`src/rtl/mbd_pkg.sv`:
```
// Shared definitions for multi_button_debouncer: channel FSM encoding, default
// timing constants and the counter-width helper.
package mbd_pkg;

  typedef enum logic [2:0] {
    IDLE,
    DEB_PRESS,
    HOLD_WAIT,
    REPEAT,
    DEB_RELEASE
  } state_e;

  localparam int DEF_N_BTN           = 4;
  localparam int DEF_DEBOUNCE_CYCLES = 500000;
  localparam int DEF_MCEN_DELAY      = 25000000;
  localparam int DEF_MCEN_PERIOD     = 5000000;

  // Width that holds the largest of the three terminal counts, plus one bit.
  function automatic int cnt_width(input int a, input int b, input int c);
    int m;
    m = a;
    if (b > m) m = b;
    if (c > m) m = c;
    return $clog2(m) + 1;
  endfunction

endpackage

```
`src/rtl/mbd_channel.sv`:
```
// One button channel: 2-FF synchroniser, debounce/repeat FSM, shared counter and
// registered pulse outputs. rel exists only when MBD_RELEASE_PULSE_EN is defined.
module mbd_channel
  import mbd_pkg::*;
#(
  parameter int DEBOUNCE_CYCLES = DEF_DEBOUNCE_CYCLES,
  parameter int MCEN_DELAY      = DEF_MCEN_DELAY,
  parameter int MCEN_PERIOD     = DEF_MCEN_PERIOD
) (
  input  logic clk,
  input  logic rst_n,
  input  logic button,
  output logic dpb,
  output logic scen,
  output logic mcen,
`ifdef MBD_RELEASE_PULSE_EN
  output logic rel,
`endif
  output logic ccen
);

  localparam int CNT_W = cnt_width(DEBOUNCE_CYCLES, MCEN_DELAY, MCEN_PERIOD);
  localparam logic [CNT_W-1:0] DEB_LAST    = CNT_W'(DEBOUNCE_CYCLES - 1);
  // HOLD_WAIT spans MCEN_DELAY+1 cycles so the first repeat lands that far after the press pulse.
  localparam logic [CNT_W-1:0] DELAY_LAST  = CNT_W'(MCEN_DELAY);
  localparam logic [CNT_W-1:0] PERIOD_LAST = CNT_W'(MCEN_PERIOD - 1);

  logic [1:0]       sync;
  logic             s;
  logic [CNT_W-1:0] cnt;
  state_e           state;

  assign s    = sync[1];
  assign ccen = dpb;

  always_ff @(posedge clk or negedge rst_n) begin
    if (!rst_n) begin
      sync  <= 2'b00;
      state <= IDLE;
      cnt   <= '0;
      dpb   <= 1'b0;
      scen  <= 1'b0;
      mcen  <= 1'b0;
`ifdef MBD_RELEASE_PULSE_EN
      rel   <= 1'b0;
`endif
    end else begin
      sync <= {sync[0], button};
      scen <= 1'b0;
      mcen <= 1'b0;
`ifdef MBD_RELEASE_PULSE_EN
      rel  <= 1'b0;
`endif
      case (state)
        IDLE: begin
          if (s) begin
            state <= DEB_PRESS;
            cnt   <= CNT_W'(1);
          end
        end
        DEB_PRESS: begin
          if (!s) begin
            state <= IDLE;
            cnt   <= '0;
          end else if (cnt == DEB_LAST) begin
            state <= HOLD_WAIT;
            cnt   <= '0;
            scen  <= 1'b1;
            mcen  <= 1'b1;
            dpb   <= 1'b1;
          end else begin
            cnt <= cnt + 1'b1;
          end
        end
        HOLD_WAIT: begin
          if (!s) begin
            state <= DEB_RELEASE;
            cnt   <= CNT_W'(1);
          end else if (cnt == DELAY_LAST) begin
            state <= REPEAT;
            cnt   <= '0;
            mcen  <= 1'b1;
          end else begin
            cnt <= cnt + 1'b1;
          end
        end
        REPEAT: begin
          if (!s) begin
            state <= DEB_RELEASE;
            cnt   <= CNT_W'(1);
          end else if (cnt == PERIOD_LAST) begin
            cnt  <= '0;
            mcen <= 1'b1;
          end else begin
            cnt <= cnt + 1'b1;
          end
        end
        DEB_RELEASE: begin
          // A return to 1 here is a bounce: the press stays, only repeat timing restarts.
          if (s) begin
            state <= HOLD_WAIT;
            cnt   <= '0;
          end else if (cnt == DEB_LAST) begin
            state <= IDLE;
            cnt   <= '0;
            dpb   <= 1'b0;
`ifdef MBD_RELEASE_PULSE_EN
            rel   <= 1'b1;
`endif
          end else begin
            cnt <= cnt + 1'b1;
          end
        end
        default: begin
          state <= IDLE;
          cnt   <= '0;
        end
      endcase
    end
  end

endmodule

```
`src/rtl/multi_button_debouncer.sv`:
```
// N-channel push-button conditioner (debounced level, press, repeat and hold enables).
// Define MBD_RELEASE_PULSE_EN to add the rels release-pulse port.
module multi_button_debouncer
  import mbd_pkg::*;
#(
  parameter int N_BTN           = DEF_N_BTN,
  parameter int DEBOUNCE_CYCLES = DEF_DEBOUNCE_CYCLES,
  parameter int MCEN_DELAY      = DEF_MCEN_DELAY,
  parameter int MCEN_PERIOD     = DEF_MCEN_PERIOD
) (
  input  logic             clk,
  input  logic             reset,
  input  logic [N_BTN-1:0] buttons,
  output logic [N_BTN-1:0] dpbs,
  output logic [N_BTN-1:0] scens,
  output logic [N_BTN-1:0] mcens,
`ifdef MBD_RELEASE_PULSE_EN
  output logic [N_BTN-1:0] rels,
`endif
  output logic [N_BTN-1:0] ccens
);

  for (genvar i = 0; i < N_BTN; i++) begin : g_chan
    mbd_channel #(
      .DEBOUNCE_CYCLES(DEBOUNCE_CYCLES),
      .MCEN_DELAY     (MCEN_DELAY),
      .MCEN_PERIOD    (MCEN_PERIOD)
    ) u_chan (
      .clk   (clk),
      .rst_n (reset),
      .button(buttons[i]),
      .dpb   (dpbs[i]),
      .scen  (scens[i]),
      .mcen  (mcens[i]),
`ifdef MBD_RELEASE_PULSE_EN
      .rel   (rels[i]),
`endif
      .ccen  (ccens[i])
    );
  end

endmodule
```
`config.mk`:
```
export PLATFORM = sky130hd
export DESIGN_NAME = multi_button_debouncer
export DESIGN_NICKNAME = d
export VERILOG_FILES = /design/src/rtl/mbd_pkg.sv /design/src/rtl/mbd_channel.sv /design/src/rtl/multi_button_debouncer.sv
export SDC_FILE = /design/constraint.sdc
export NUM_CORES = 1
export LEC_CHECK = 0
export BUFFER_PORTS_ARGS = -buffer_cell sky130_fd_sc_hd__buf_4
export CAP_MARGIN = 15
export CORE_ASPECT_RATIO = 1.25
export CORE_MARGIN = 2
export CORE_UTILIZATION = 53
export DETAILED_ROUTE_END_ITERATION = 10
export HOLD_SLACK_MARGIN = 0.05
export PLACE_DENSITY = 0.69
export SLEW_MARGIN = 20
export SYNTH_ARGS = -nofsm -noshare
export SYNTH_HDL_FRONTEND = slang
export SYNTH_SLANG_ARGS = --single-unit
```
`constraint.sdc`:
```
create_clock -name clk -period 2.5 [get_ports clk]
set_input_delay 0.5 -clock clk [delete_from_list [all_inputs] [get_ports clk]]
set_output_delay 0.5 -clock clk [all_outputs]
set_load 0.01 [all_outputs]
```
==> run metrics, run 1 <==
first-pass iteration count of the detailed router 5; worst slew pin tran 732 ps; xor-xnor portion of the synthesized cell area 0.207%; number of flops mapped to enable cells by yosys 0; delay-heaviest family, CP simple AND/OR/NAND/NOR gates; leakage power 0.00410 uW; ratio of cells with drive above 1 in the final layout 17.7%; most common cell after layout, fill and taps aside nand2_1; CP peak stage delay 550 ps; antenna-violating nets left 0; Post-DP Area 0.00924 sq mm; Slew Limit Headroom 51.2%; Final Max Tran Viols 0; routed wl met2 10.7 mm; Post-synth ARST share 100%; H-tree depth 4; Worst setup SP type register; Sink Count 136; CTS tree yes; mean post-synth cell area 8.36 sq um; via count 8120; minimum clock period 2420 ps; Nets 1084; met1 WL 9.52 mm; buffers and inverters on the worst path 2; vias in the first global route 7311; post-synthesis adder-cell area fraction 1.18%; Worst Hold Endpoint g_chan[2].u_chan.sync[0]$_DFF_PN0_; power density cells 519 mW/mm^2; first-pass GRT wire length 35.1 mm; critical path class register to register; Seq cells post-synth 136; Synth Area in Compound Gates 22.1%; CTS Root Cell clkbuf_16; cell count after placement 1256; crit path max fanout 13; post-DR vias/cell 6.27; RR Startpoint g_chan[1].u_chan.cnt[23]$_DFFE_PN0P_; Min-Delay Path Depth 1; GRT overflow 0; status finished, final reports clean; mux cell area share after synthesis 0.708%; most used cell, CP buf_4; GP Congestion 0.899; post-synth top area share 40.1%; class of the worst hold path input pin to register; reg-to-reg setup timing slack 80 ps; final WL 21.8 mm; worst-path cell chain or4_1 > nand4bb_1 > buf_4 > o21a_1 > or2_1 > buf_4 > o221ai_1 > o31ai_1; Finish-stage setup viols 0; Arr. time, crit path 2700 ps; # rows 51; Worst Setup End Kind register; die area 0.0170 sq mm; critical hold path startpoint buttons[2]; Hold WS 185 ps; Clock transition at path regs 60 ps; Area Overhead vs Synth 17.5%; Die Y 145 um; synth top area cells dfrtp_1 (40%), nand2_1 (6.1%), o21ai_0 (3.8%), nand4_1 (3.5%), nor2_1 (3.1%); mapped cell area 0.00848 sq mm; number of buffers added on ports 21; Iter 0 DRT Violations 723; Final Cell Area 0.00996 sq mm; reg2reg end g_chan[1].u_chan.cnt[23]$_DFFE_PN0P_; drt drc 0; TritonCTS Buffers 17; clk_skew 9.52 ps; Met3 Wirelength 1.08 mm; syn nets 1028; io pins 22; max-cap viol count 0; Fin Setup TNS 0 ps; worst vdd ir 0.449 mV; gr usage total 25.5%; r2r worst-path depth 8; Ys Warns 0; final count of hold timing violations 0; core area 0.0156 sq mm; count of different cell masters after synthesis 77; largest family of logic cells by synthesized area simple AND/OR/NAND/NOR gates; Fmax achieved 414 MHz; sequential share of the synthesized area 40.1%; clock latency on the worst-skew pair 430 ps; Crit path required time 2790 ps; Initial Util 54.2%; largest net degree at the start of global routing 54; non-filler cells in the finished layout 1295; Top Metal Used met4; number of diodes 0; DP HPWL 14.8 mm; slowest CP cell or4_1; clk buf depth 2; most frequent cells in the layout nand2_1 (137), dfrtp_1 (134), buf_4 (114), nor2_1 (71), o21ai_0 (62); most area-hungry cell type in the Yosys netlist dfrtp_1; main flop type after synthesis dfrtp_1; Die Width 117 um; initial antenna violation count 0; CP Depth 8; Synth Instances 1014; fin crit share 96.6%; Post-Synth Simple-Gate Area 29.2%; routed len/inst 16.8 um
area by class of cell:
type / instances / area, sq um
Inverter: 33 / 124
Fill cell: 1347 / 5670
Clock buffer: 24 / 502
Multi-Input combinational cell: 763 / 4640
Clock inverter: 8 / 92.6
Timing Repair Buffer: 119 / 937
Tap cell: 212 / 265
Sequential cell: 136 / 3410
synthesized netlist by cell type (8+ instances only):
| cell | instances |
|---|---|
| dfrtp_1 | 136 |
| or4_1 | 8 |
| clkbuf_1 | 46 |
| o21ai_0 | 65 |
| ha_1 | 8 |
| a31oi_1 | 40 |
| and4_1 | 8 |
| buf_2 | 13 |
| buf_4 | 18 |
| a21oi_1 | 49 |
| inv_1 | 33 |
| nor3_1 | 28 |
| o211ai_1 | 22 |
| nor2_1 | 71 |
| o22ai_1 | 12 |
| o31ai_1 | 20 |
| nand2_1 | 137 |
| nand3_1 | 46 |
| nand4_1 | 48 |
| and2_1 | 12 |
| nor4b_1 | 8 |
| and3_1 | 22 |
| nor4_1 | 16 |
| o221ai_1 | 10 |
| nand2b_1 | 11 |
where the power goes:
part           internal, uW  switching, uW
Combinational           124            231
Clock                  1590            937
Sequential             2240           44.1
Total                  3960           1210
flip-flops by register name (all words and copies together) (netlist names):
register,cells
g_chan.u_chan.state,12
g_chan.u_chan.ccen,4
g_chan.u_chan.sync,8
g_chan.u_chan.scen,4
g_chan.u_chan.mcen,4
g_chan.u_chan.cnt,104
worst max path at each step:
stage | startpoint | slack, ps | end
2_1_floorplan | g_chan[2].u_chan.cnt[0]$_DFFE_PN0P_ | 290 | g_chan[2].u_chan.cnt[12]$_DFFE_PN0P_
3_3_place_gp | g_chan[1].u_chan.cnt[0]$_DFFE_PN0P_ | 70 | g_chan[1].u_chan.cnt[18]$_DFFE_PN0P_
3_5_place_dp | g_chan[1].u_chan.cnt[0]$_DFFE_PN0P_ | 90 | g_chan[1].u_chan.cnt[18]$_DFFE_PN0P_
4_1_cts | g_chan[1].u_chan.cnt[0]$_DFFE_PN0P_ | 50 | g_chan[1].u_chan.cnt[18]$_DFFE_PN0P_
5_1_grt | g_chan[1].u_chan.cnt[23]$_DFFE_PN0P_ | -2 | g_chan[1].u_chan.ccen$_DFFE_PN0P_
6_report | g_chan[1].u_chan.cnt[23]$_DFFE_PN0P_ | 80 | g_chan[1].u_chan.cnt[23]$_DFFE_PN0P_
per-stage QoR:
stage                     setup WS [ps]  total power [uW]  utilization [%]
final                              84.4              5170             63.7
after global routing              -2.16              5340             63.7
after CTS                          51.5              5200             63.0
after detailed placement           89.6              2670             59.1
after global placement             66.3              2670             59.1
after floorplan                     294              2510                -
metal layers:
layer | vias up | track usage [%]
met4 | 0 | 10.2
met1 | 3913 | 33.4
met5 | - | 0
li1 | 3888 | -
met2 | 276 | 41.4
met3 | 43 | 4.58
repair_timing:
item	in CTS	in global routing
hold endpoints to repair	45	0
setup endpoints to repair	0	54
buffers inserted	0	4
resized for setup	0	15
hold buffers	1	0
cells by family (layout without fill, tap and decap cells):
kind of cell	count (synthesis)	in the layout
AOI/OAI and AO/OA	277	278
xor gates and xnor gates	2	2
adders and majority gates	8	8
buffers and inverters	117	184
DFF	136	136
muxes	6	6
and+or+nand+nor	468	469
No activity file was read; power rests on OpenSTA's default activity.
==> run 2: changes to the inputs <==
CELL_PAD_IN_SITES_DETAIL_PLACEMENT = 2   (was default)
CELL_PAD_IN_SITES_GLOBAL_PLACEMENT = 2   (was default)
CORE_UTILIZATION = 39   (was 53)
PLACE_DENSITY = default   (was 0.69)
PLACE_DENSITY_LB_ADDON = 0.1   (was default)
==> run metrics, run 2 (same netlist as run 1, synthesis figures left out) <==
core area 0.0215 sq mm (was 0.0156 sq mm); Initial Util 39.5% (was 54.2%); routed len/inst 23.4 um (was 16.8 um); ratio of cells with drive above 1 in the final layout 18.8% (was 17.7%); non-filler cells in the finished layout 1367 (was 1295); GP Congestion 0.876 (was 0.899); slowest CP cell dfrtp_1 (was or4_1); Fmax achieved 401 MHz (was 414 MHz); Largest register FFs 104 (unchanged); worst-path cell chain buf_4 > nor4_1 > nand3_1 > buf_4 > o31ai_4 > a31oi_4 > buf_4 > o221ai_1 > o31ai_1 (was or4_1 > nand4bb_1 > buf_4 > o21a_1 > or2_1 > buf_4 > o221ai_1 > o31ai_1); first-pass iteration count of the detailed router 7 (was 5); PnR worst setup slack 7.99 ps (was 84.4 ps); Die Y 169 um (was 145 um); Finish-stage setup viols 0 (unchanged); CP Depth 9 (was 8); minimum clock period 2490 ps (was 2420 ps); first-pass GRT wire length 51.4 mm (was 35.1 mm); r2r worst-path depth 9 (was 8); leakage power 0.00416 uW (was 0.00410 uW); Crit path required time 2810 ps (was 2790 ps); most common cell after layout, fill and taps aside nand2_1 (unchanged); H-tree depth 4 (unchanged); critical path class register to register (unchanged); Clock transition at path regs 60 ps (about the same); # rows 60 (was 51); gr usage total 28.3% (was 25.5%); cell count after placement 1325 (was 1256); class of the worst hold path input pin to register (unchanged); Core Util, Final 47.5% (was 63.7%); Worst setup SP type register (unchanged); Largest regs g_chan.u_chan.cnt (104), g_chan.u_chan.state (12), g_chan.u_chan.sync (8) (unchanged); power density cells 527 mW/mm^2 (was 519 mW/mm^2); TritonCTS Buffers 17 (unchanged); dpl ws -15.9 ps (was 89.6 ps); Final Max Tran Viols 0 (unchanged); CTS tree yes (unchanged); Sink Count 136 (unchanged); status finished, final reports clean (unchanged); Arr. time, crit path 2800 ps (was 2700 ps); clk buf depth 2 (unchanged); fin crit share 99.7% (was 96.6%); Multi-input gate area 0.00470 sq mm (was 0.00464 sq mm); Nets 1089 (was 1084); number of diodes 0 (unchanged); most frequent cells in the layout nand2_1 (137), dfrtp_1 (134), buf_4 (118), nor2_1 (71), o21ai_0 (62) (was nand2_1 (137), dfrtp_1 (134), buf_4 (114), nor2_1 (71), o21ai_0 (62)); Iter 0 DRT Violations 410 (was 723); most used cell, CP buf_4 (unchanged); clock latency on the worst-skew pair 450 ps (was 430 ps); clk_skew 7.63 ps (was 9.52 ps); Area Overhead vs Synth 20.4% (was 17.5%); delay-heaviest family, CP compound AO/OA/AOI/OAI gates (was simple AND/OR/NAND/NOR gates); via count 8569 (was 8120); antenna-violating nets left 0 (unchanged); buffers and inverters on the worst path 3 (was 2); final WL 32.0 mm (was 21.8 mm); FILL cells 2377 (was 1347); worst vdd ir 0.525 mV (was 0.449 mV); GRT overflow 0 (unchanged); CTS Root Cell clkbuf_16 (unchanged); register area 0.00341 sq mm (unchanged); drt drc 0 (unchanged); number of buffers added on ports 21 (unchanged); Min-Delay Path Depth 1 (unchanged); Slew Limit Headroom 48.8% (was 51.2%); die area 0.0229 sq mm (was 0.0170 sq mm); largest net degree at the start of global routing 51 (was 54); Pwr Total 5380 uW (was 5170 uW); final count of hold timing violations 0 (unchanged); vias in the first global route 9559 (was 7311); Worst Setup End Kind register (unchanged); DP HPWL 21.1 mm (was 14.8 mm); io pins 22 (unchanged); CP peak stage delay 380 ps (was 550 ps); crit path max fanout 7 (was 13); initial antenna violation count 0 (unchanged); post-DR vias/cell 6.27 (about the same); Die Width 136 um (was 117 um); worst slew pin tran 769 ps (was 732 ps); largest register by flop count g_chan.u_chan.cnt (unchanged); max-cap viol count 0 (unchanged)
run 2: changes by cell type in the layout (fill, tap and decap cells not counted), sizes merged:
cell,before,now
bufinv,2,3
a31oi,42,41
nand3,48,47
clkinvlp,1,0
buf,118,125
run 2: per-stage QoR:
step                setup TNS [ps]  area [sq um]  hold slack (ps)
CTS                              0         10000              153
global placement                 0          9380              335
global route                  -870         10200              157
detailed placement           -15.9          9380              342
floorplan                        0          8480              204
finish                           0         10200              157
run 2: final cells by class:
type / count / area share [%]
clock buffers: 24 / 4.72
clock inverters: 8 / 1.16
inverters: 33 / 1.21
multi-input cells: 761 / 46.1
flip-flops and latches: 136 / 33.4
well taps: 279 / 3.42
repair buffers: 126 / 10.1
run 2: worst paths after layout:
path	slack, ps	start	end
worst max-delay path	8	g_chan[1].u_chan.cnt[23]$_DFFE_PN0P_	g_chan[1].u_chan.cnt[23]$_DFFE_PN0P_
max in group asynchronous	1230	reset	g_chan[1].u_chan.cnt[0]$_DFFE_PN0P_
worst min register to register	360	g_chan[2].u_chan.sync[0]$_DFF_PN0_	g_chan[2].u_chan.sync[1]$_DFF_PN0_
min in group asynchronous	580	reset	g_chan[2].u_chan.cnt[7]$_DFFE_PN0P_
worst min-delay path	160	buttons[1]	g_chan[1].u_chan.sync[0]$_DFF_PN0_
worst max register to register	8	g_chan[1].u_chan.cnt[23]$_DFFE_PN0P_	g_chan[1].u_chan.cnt[23]$_DFFE_PN0P_
run 2: what timing repair did:
action / in CTS / in global routing
endpoints found under the hold margin: 48 / 0
cloned: 0 / 0
setup endpoints to repair: 41 / 62
gates resized for setup: 4 / 23
pin swaps: 2 / 9
buffers inserted: 2 / 7
hold buffers: 1 / 0
run 2: where the power goes:
group	switching, uW	internal, uW	total, uW	leakage (uW)
sequential	46.7	2240	2290	0.00186
combinational	271	134	405	0.00201
clock	1050	1640	2690	0.000298
total	1370	4020	5380	0.00416
run 2: metal layers:
layer / track usage (%) / wire length (um) / up-vias
li1: - / - / 3894
met1: 32.9 / 13100 / 4438
met2: 51.6 / 17000 / 170
met3: 4.01 / 930 / 67
met4: 12.1 / 917 / 0
met5: 0 / 0 / -
==> run 3: changes to the inputs <==
SYNTH_HIERARCHICAL = 1   (was default)
==> run metrics, run 3 <==
fin crit share 104% (was 99.7%); # rows 61 (was 60); Worst Setup End Kind register (unchanged); reg2reg end g_chan[1].u_chan/cnt[15]$_DFFE_PN0P_ (was g_chan[1].u_chan.cnt[23]$_DFFE_PN0P_); status finished with violations (was finished, final reports clean); GRT overflow 0 (unchanged); antenna-violating nets left 0 (unchanged); CTS Root Cell clkbuf_16 (unchanged); DP HPWL 21.4 mm (was 21.1 mm); Final Cell Area 0.0106 sq mm (was 0.0102 sq mm); Synth top cells by count dfrtp_1 (136), nand2_1 (130), nor2_1 (67), inv_1 (60), nand3_1 (56) (was nand2_1 (137), dfrtp_1 (136), nor2_1 (71), o21ai_0 (65), a21oi_1 (49)); Clock transition at path regs 60 ps (about the same); mapped cell area 0.00886 sq mm (was 0.00848 sq mm); final WL 33.8 mm (was 32.0 mm); Clk pwr share 51.1% (was 50.0%); Min-Delay Path Depth 1 (unchanged); number of flops mapped to enable cells by yosys 0 (unchanged); vias in the first global route 9839 (was 9559); drt drc 0 (unchanged); Slew Limit Headroom 58.2% (was 48.8%); routed len/inst 23.7 um (was 23.4 um); Nets 1146 (was 1089); post-synth top area share 38.4% (was 40.1%); main flop type after synthesis dfrtp_1 (unchanged); worst vdd ir 0.511 mV (was 0.525 mV); io pins 22 (unchanged); crit path max fanout 8 (was 7); class of the worst hold path input pin to register (unchanged); Finish-stage setup viols 20 (was 0); largest register by flop count g_chan.u_chan/cnt (was g_chan.u_chan.cnt); reg-to-reg setup timing slack -110 ps (was 8 ps); Post-DP Area 0.00968 sq mm (was 0.00938 sq mm); die area 0.0239 sq mm (was 0.0229 sq mm); Logic pwr share 7.4% (was 7.5%); gr usage total 26.5% (was 28.3%); dpl ws -156 ps (was -15.9 ps); power density cells 512 mW/mm^2 (was 527 mW/mm^2); failing checks negative setup slack; FILL cells 2448 (was 2377); Post-synth ARST share 100% (unchanged); synth top area cells dfrtp_1 (38%), nand2_1 (5.5%), nand3_1 (3.2%), a21oi_1 (3.0%), nor2_1 (2.8%) (was dfrtp_1 (40%), nand2_1 (6.1%), o21ai_0 (3.8%), nand4_1 (3.5%), nor2_1 (3.1%)); count leader, synth dfrtp_1 (was nand2_1); via count 8883 (was 8569); initial antenna violation count 0 (unchanged); Die Width 139 um (was 136 um); Fmax achieved 383 MHz (was 401 MHz); sequential share of the synthesized area 38.4% (was 40.1%); Largest register FFs 104 (unchanged); core area 0.0223 sq mm (was 0.0215 sq mm); Arr. time, crit path 2940 ps (was 2800 ps); number of buffers added on ports 21 (unchanged); Sink Count 136 (unchanged); largest net degree at the start of global routing 54 (was 51); Core Util, Final 47.6% (was 47.5%); mean post-synth cell area 8.42 sq um (was 8.36 sq um); PnR worst setup slack -110 ps (was 7.99 ps); CTS tree yes (unchanged); Initial Util 39.8% (was 39.5%); critical path class register to register (unchanged); Net Sw Frac 25.6% (was 25.4%); ratio of cells with drive above 1 in the final layout 18.6% (was 18.8%); Flop pwr share 41.5% (was 42.5%); Largest regs g_chan.u_chan/cnt (104), g_chan.u_chan/state (12), g_chan.u_chan/sync (8) (was g_chan.u_chan.cnt (104), g_chan.u_chan.state (12), g_chan.u_chan.sync (8)); most common cell after layout, fill and taps aside dfrtp_1 (was nand2_1); critical hold path startpoint buttons[0] (was buttons[1]); count of different cell masters after synthesis 77 (unchanged); clk_skew 10.4 ps (was 7.63 ps); first-pass iteration count of the detailed router 4 (was 7); first-pass GRT wire length 51.9 mm (was 51.4 mm); most area-hungry cell type in the Yosys netlist dfrtp_1 (unchanged); clk buf depth 2 (unchanged); clock latency on the worst-skew pair 450 ps (about the same); Ys Warns 6 (was 0); TritonCTS Buffers 17 (unchanged); number of diodes 0 (unchanged); RR Startpoint g_chan[1].u_chan/cnt[16]$_DFFE_PN0P_ (was g_chan[1].u_chan.cnt[23]$_DFFE_PN0P_); Synth Instances 1053 (was 1014); Seq cells post-synth 136 (unchanged); GP Congestion 0.803 (was 0.876); RSZ-0062 raised after global routing true; minimum clock period 2610 ps (was 2490 ps); max-cap viol count 0 (unchanged); leakage power 0.00455 uW (was 0.00416 uW); r2r worst-path depth 7 (was 9); Crit path required time 2830 ps (was 2810 ps); P_sw 1390 uW (was 1370 uW); Worst setup SP type register (unchanged); Die Y 173 um (was 169 um); most frequent cells in the layout dfrtp_1 (136), nand2_1 (130), buf_4 (110), nor2_1 (67), inv_1 (60) (was nand2_1 (137), dfrtp_1 (134), buf_4 (118), nor2_1 (71), o21ai_0 (62)); Cell Int Power 4040 uW (was 4020 uW); H-tree depth 4 (unchanged); Iter 0 DRT Violations 494 (was 410); syn nets 1067 (was 1028); final count of hold timing violations 0 (unchanged); Worst Hold Endpoint g_chan[0].u_chan/sync[0]$_DFF_PN0_ (was g_chan[1].u_chan.sync[0]$_DFF_PN0_); Final Max Tran Viols 0 (unchanged); post-DR vias/cell 6.22 (was 6.27); worst slew pin tran 623 ps (was 769 ps); Area Overhead vs Synth 19.6% (was 20.4%)
[run 3: cell count changes in the layout (fill, tap and decap cells not counted), moves of 12 or more]
cell and change:
a21o_1 +18, o21ai_0 -24, or3_1 +34, inv_1 +28, o211ai_1 -15, nand4_1 -17, a31oi_1 -27, o21ai_1 +26
o31ai_1 -19, nor4_1 +12, and4_1 +14
[run 3: cell families (layout without fill, tap and decap cells)]
family | Yosys count | count (layout) | share of synthesized area (%)
AO/OA/AOI/OAI | 245 | 251 | 18.1
multiplexers | 6 | 6 | 0.720
AND/OR/NAND/NOR | 533 | 533 | 34.3
flip-flops | 136 | 136 | 38.4
adder cells (fa/ha/maj) | 8 | 8 | 1.13
buffers and inverters | 122 | 208 | 7.09
XOR/XNOR | 3 | 3 | 0.297
[run 3: how the worst max path moves through the flow]
stage | endpoint | startpoint | depth (start not counted) | slack, ps
floorplan | g_chan[0].u_chan/cnt[14]$_DFFE_PN0P_ | g_chan[0].u_chan/cnt[16]$_DFFE_PN0P_ | 8 | 250
global placement | g_chan[0].u_chan/cnt[25]$_DFFE_PN0P_ | g_chan[0].u_chan/cnt[15]$_DFFE_PN0P_ | 6 | 40
detailed placement | g_chan[0].u_chan/cnt[5]$_DFFE_PN0P_ | g_chan[0].u_chan/cnt[15]$_DFFE_PN0P_ | 6 | -160
CTS | g_chan[1].u_chan/cnt[20]$_DFFE_PN0P_ | g_chan[1].u_chan/cnt[0]$_DFFE_PN0P_ | 8 | -2
global route | g_chan[1].u_chan/cnt[15]$_DFFE_PN0P_ | g_chan[1].u_chan/cnt[16]$_DFFE_PN0P_ | 7 | -200
finish | g_chan[1].u_chan/cnt[15]$_DFFE_PN0P_ | g_chan[1].u_chan/cnt[16]$_DFFE_PN0P_ | 7 | -110
[run 3: power by group through the flow]
stage	sequential, uW	clock [uW]	combinational [uW]
after detailed placement	2300	0	366
final	2260	2770	402
after floorplan	2290	0	211
after global routing	2260	2920	443
after global placement	2290	0	352
after CTS	2260	2840	374
[run 3: per-stage QoR]
stage / hold slack (ps) / cells / total power, uW / setup TNS (ps)
2_1_floorplan: 204 / 1053 / 2500 / 0
4_1_cts: 146 / 1416 / 5470 / -2.01
6_report: 161 / 1428 / 5430 / -1010
3_5_place_dp: 341 / 1382 / 2660 / -2050
5_1_grt: 146 / 1428 / 5630 / -3560
3_3_place_gp: 334 / 1382 / 2650 / 0
[run 3: what timing repair did]
item,4_1_cts,5_1_grt
gates cloned,1,5
hold endpoints to repair,13,0
hold buffers,1,0
gates resized for setup,2,27
pin swaps,1,17
endpoints found under the setup margin,37,83
buffers inserted,0,7
[run 3: worst max-delay path, stage by stage, from the launching register on]
cell	delay (ps)
dfrtp_1	390
or4b_1	560
or4_4	460
nor4_4	310
buf_4	210
o21ba_4	260
o21ai_1	110
a21o_1	180
[run 3: layer usage]
| layer | GRT usage, % | routed length, um | vias to the layer above |
|---|---|---|---|
| li1 | - | - | 4021 |
| met1 | 30.4 | 13800 | 4618 |
| met2 | 50.1 | 18200 | 163 |
| met3 | 3.59 | 783 | 81 |
| met4 | 8.75 | 1040 | 0 |
| met5 | 0 | 0 | - |
[run 3: area by class of cell]
class | instances | area (sq um) | share of cell area [%]
clock buffers | 18 | 429 | 4.05
clock inverters | 14 | 199 | 1.88
inverters | 61 | 229 | 2.16
multi-input cells | 801 | 5080 | 47.9
flip-flops and latches | 136 | 3400 | 32.1
well taps | 283 | 354 | 3.34
repair buffers | 115 | 907 | 8.56
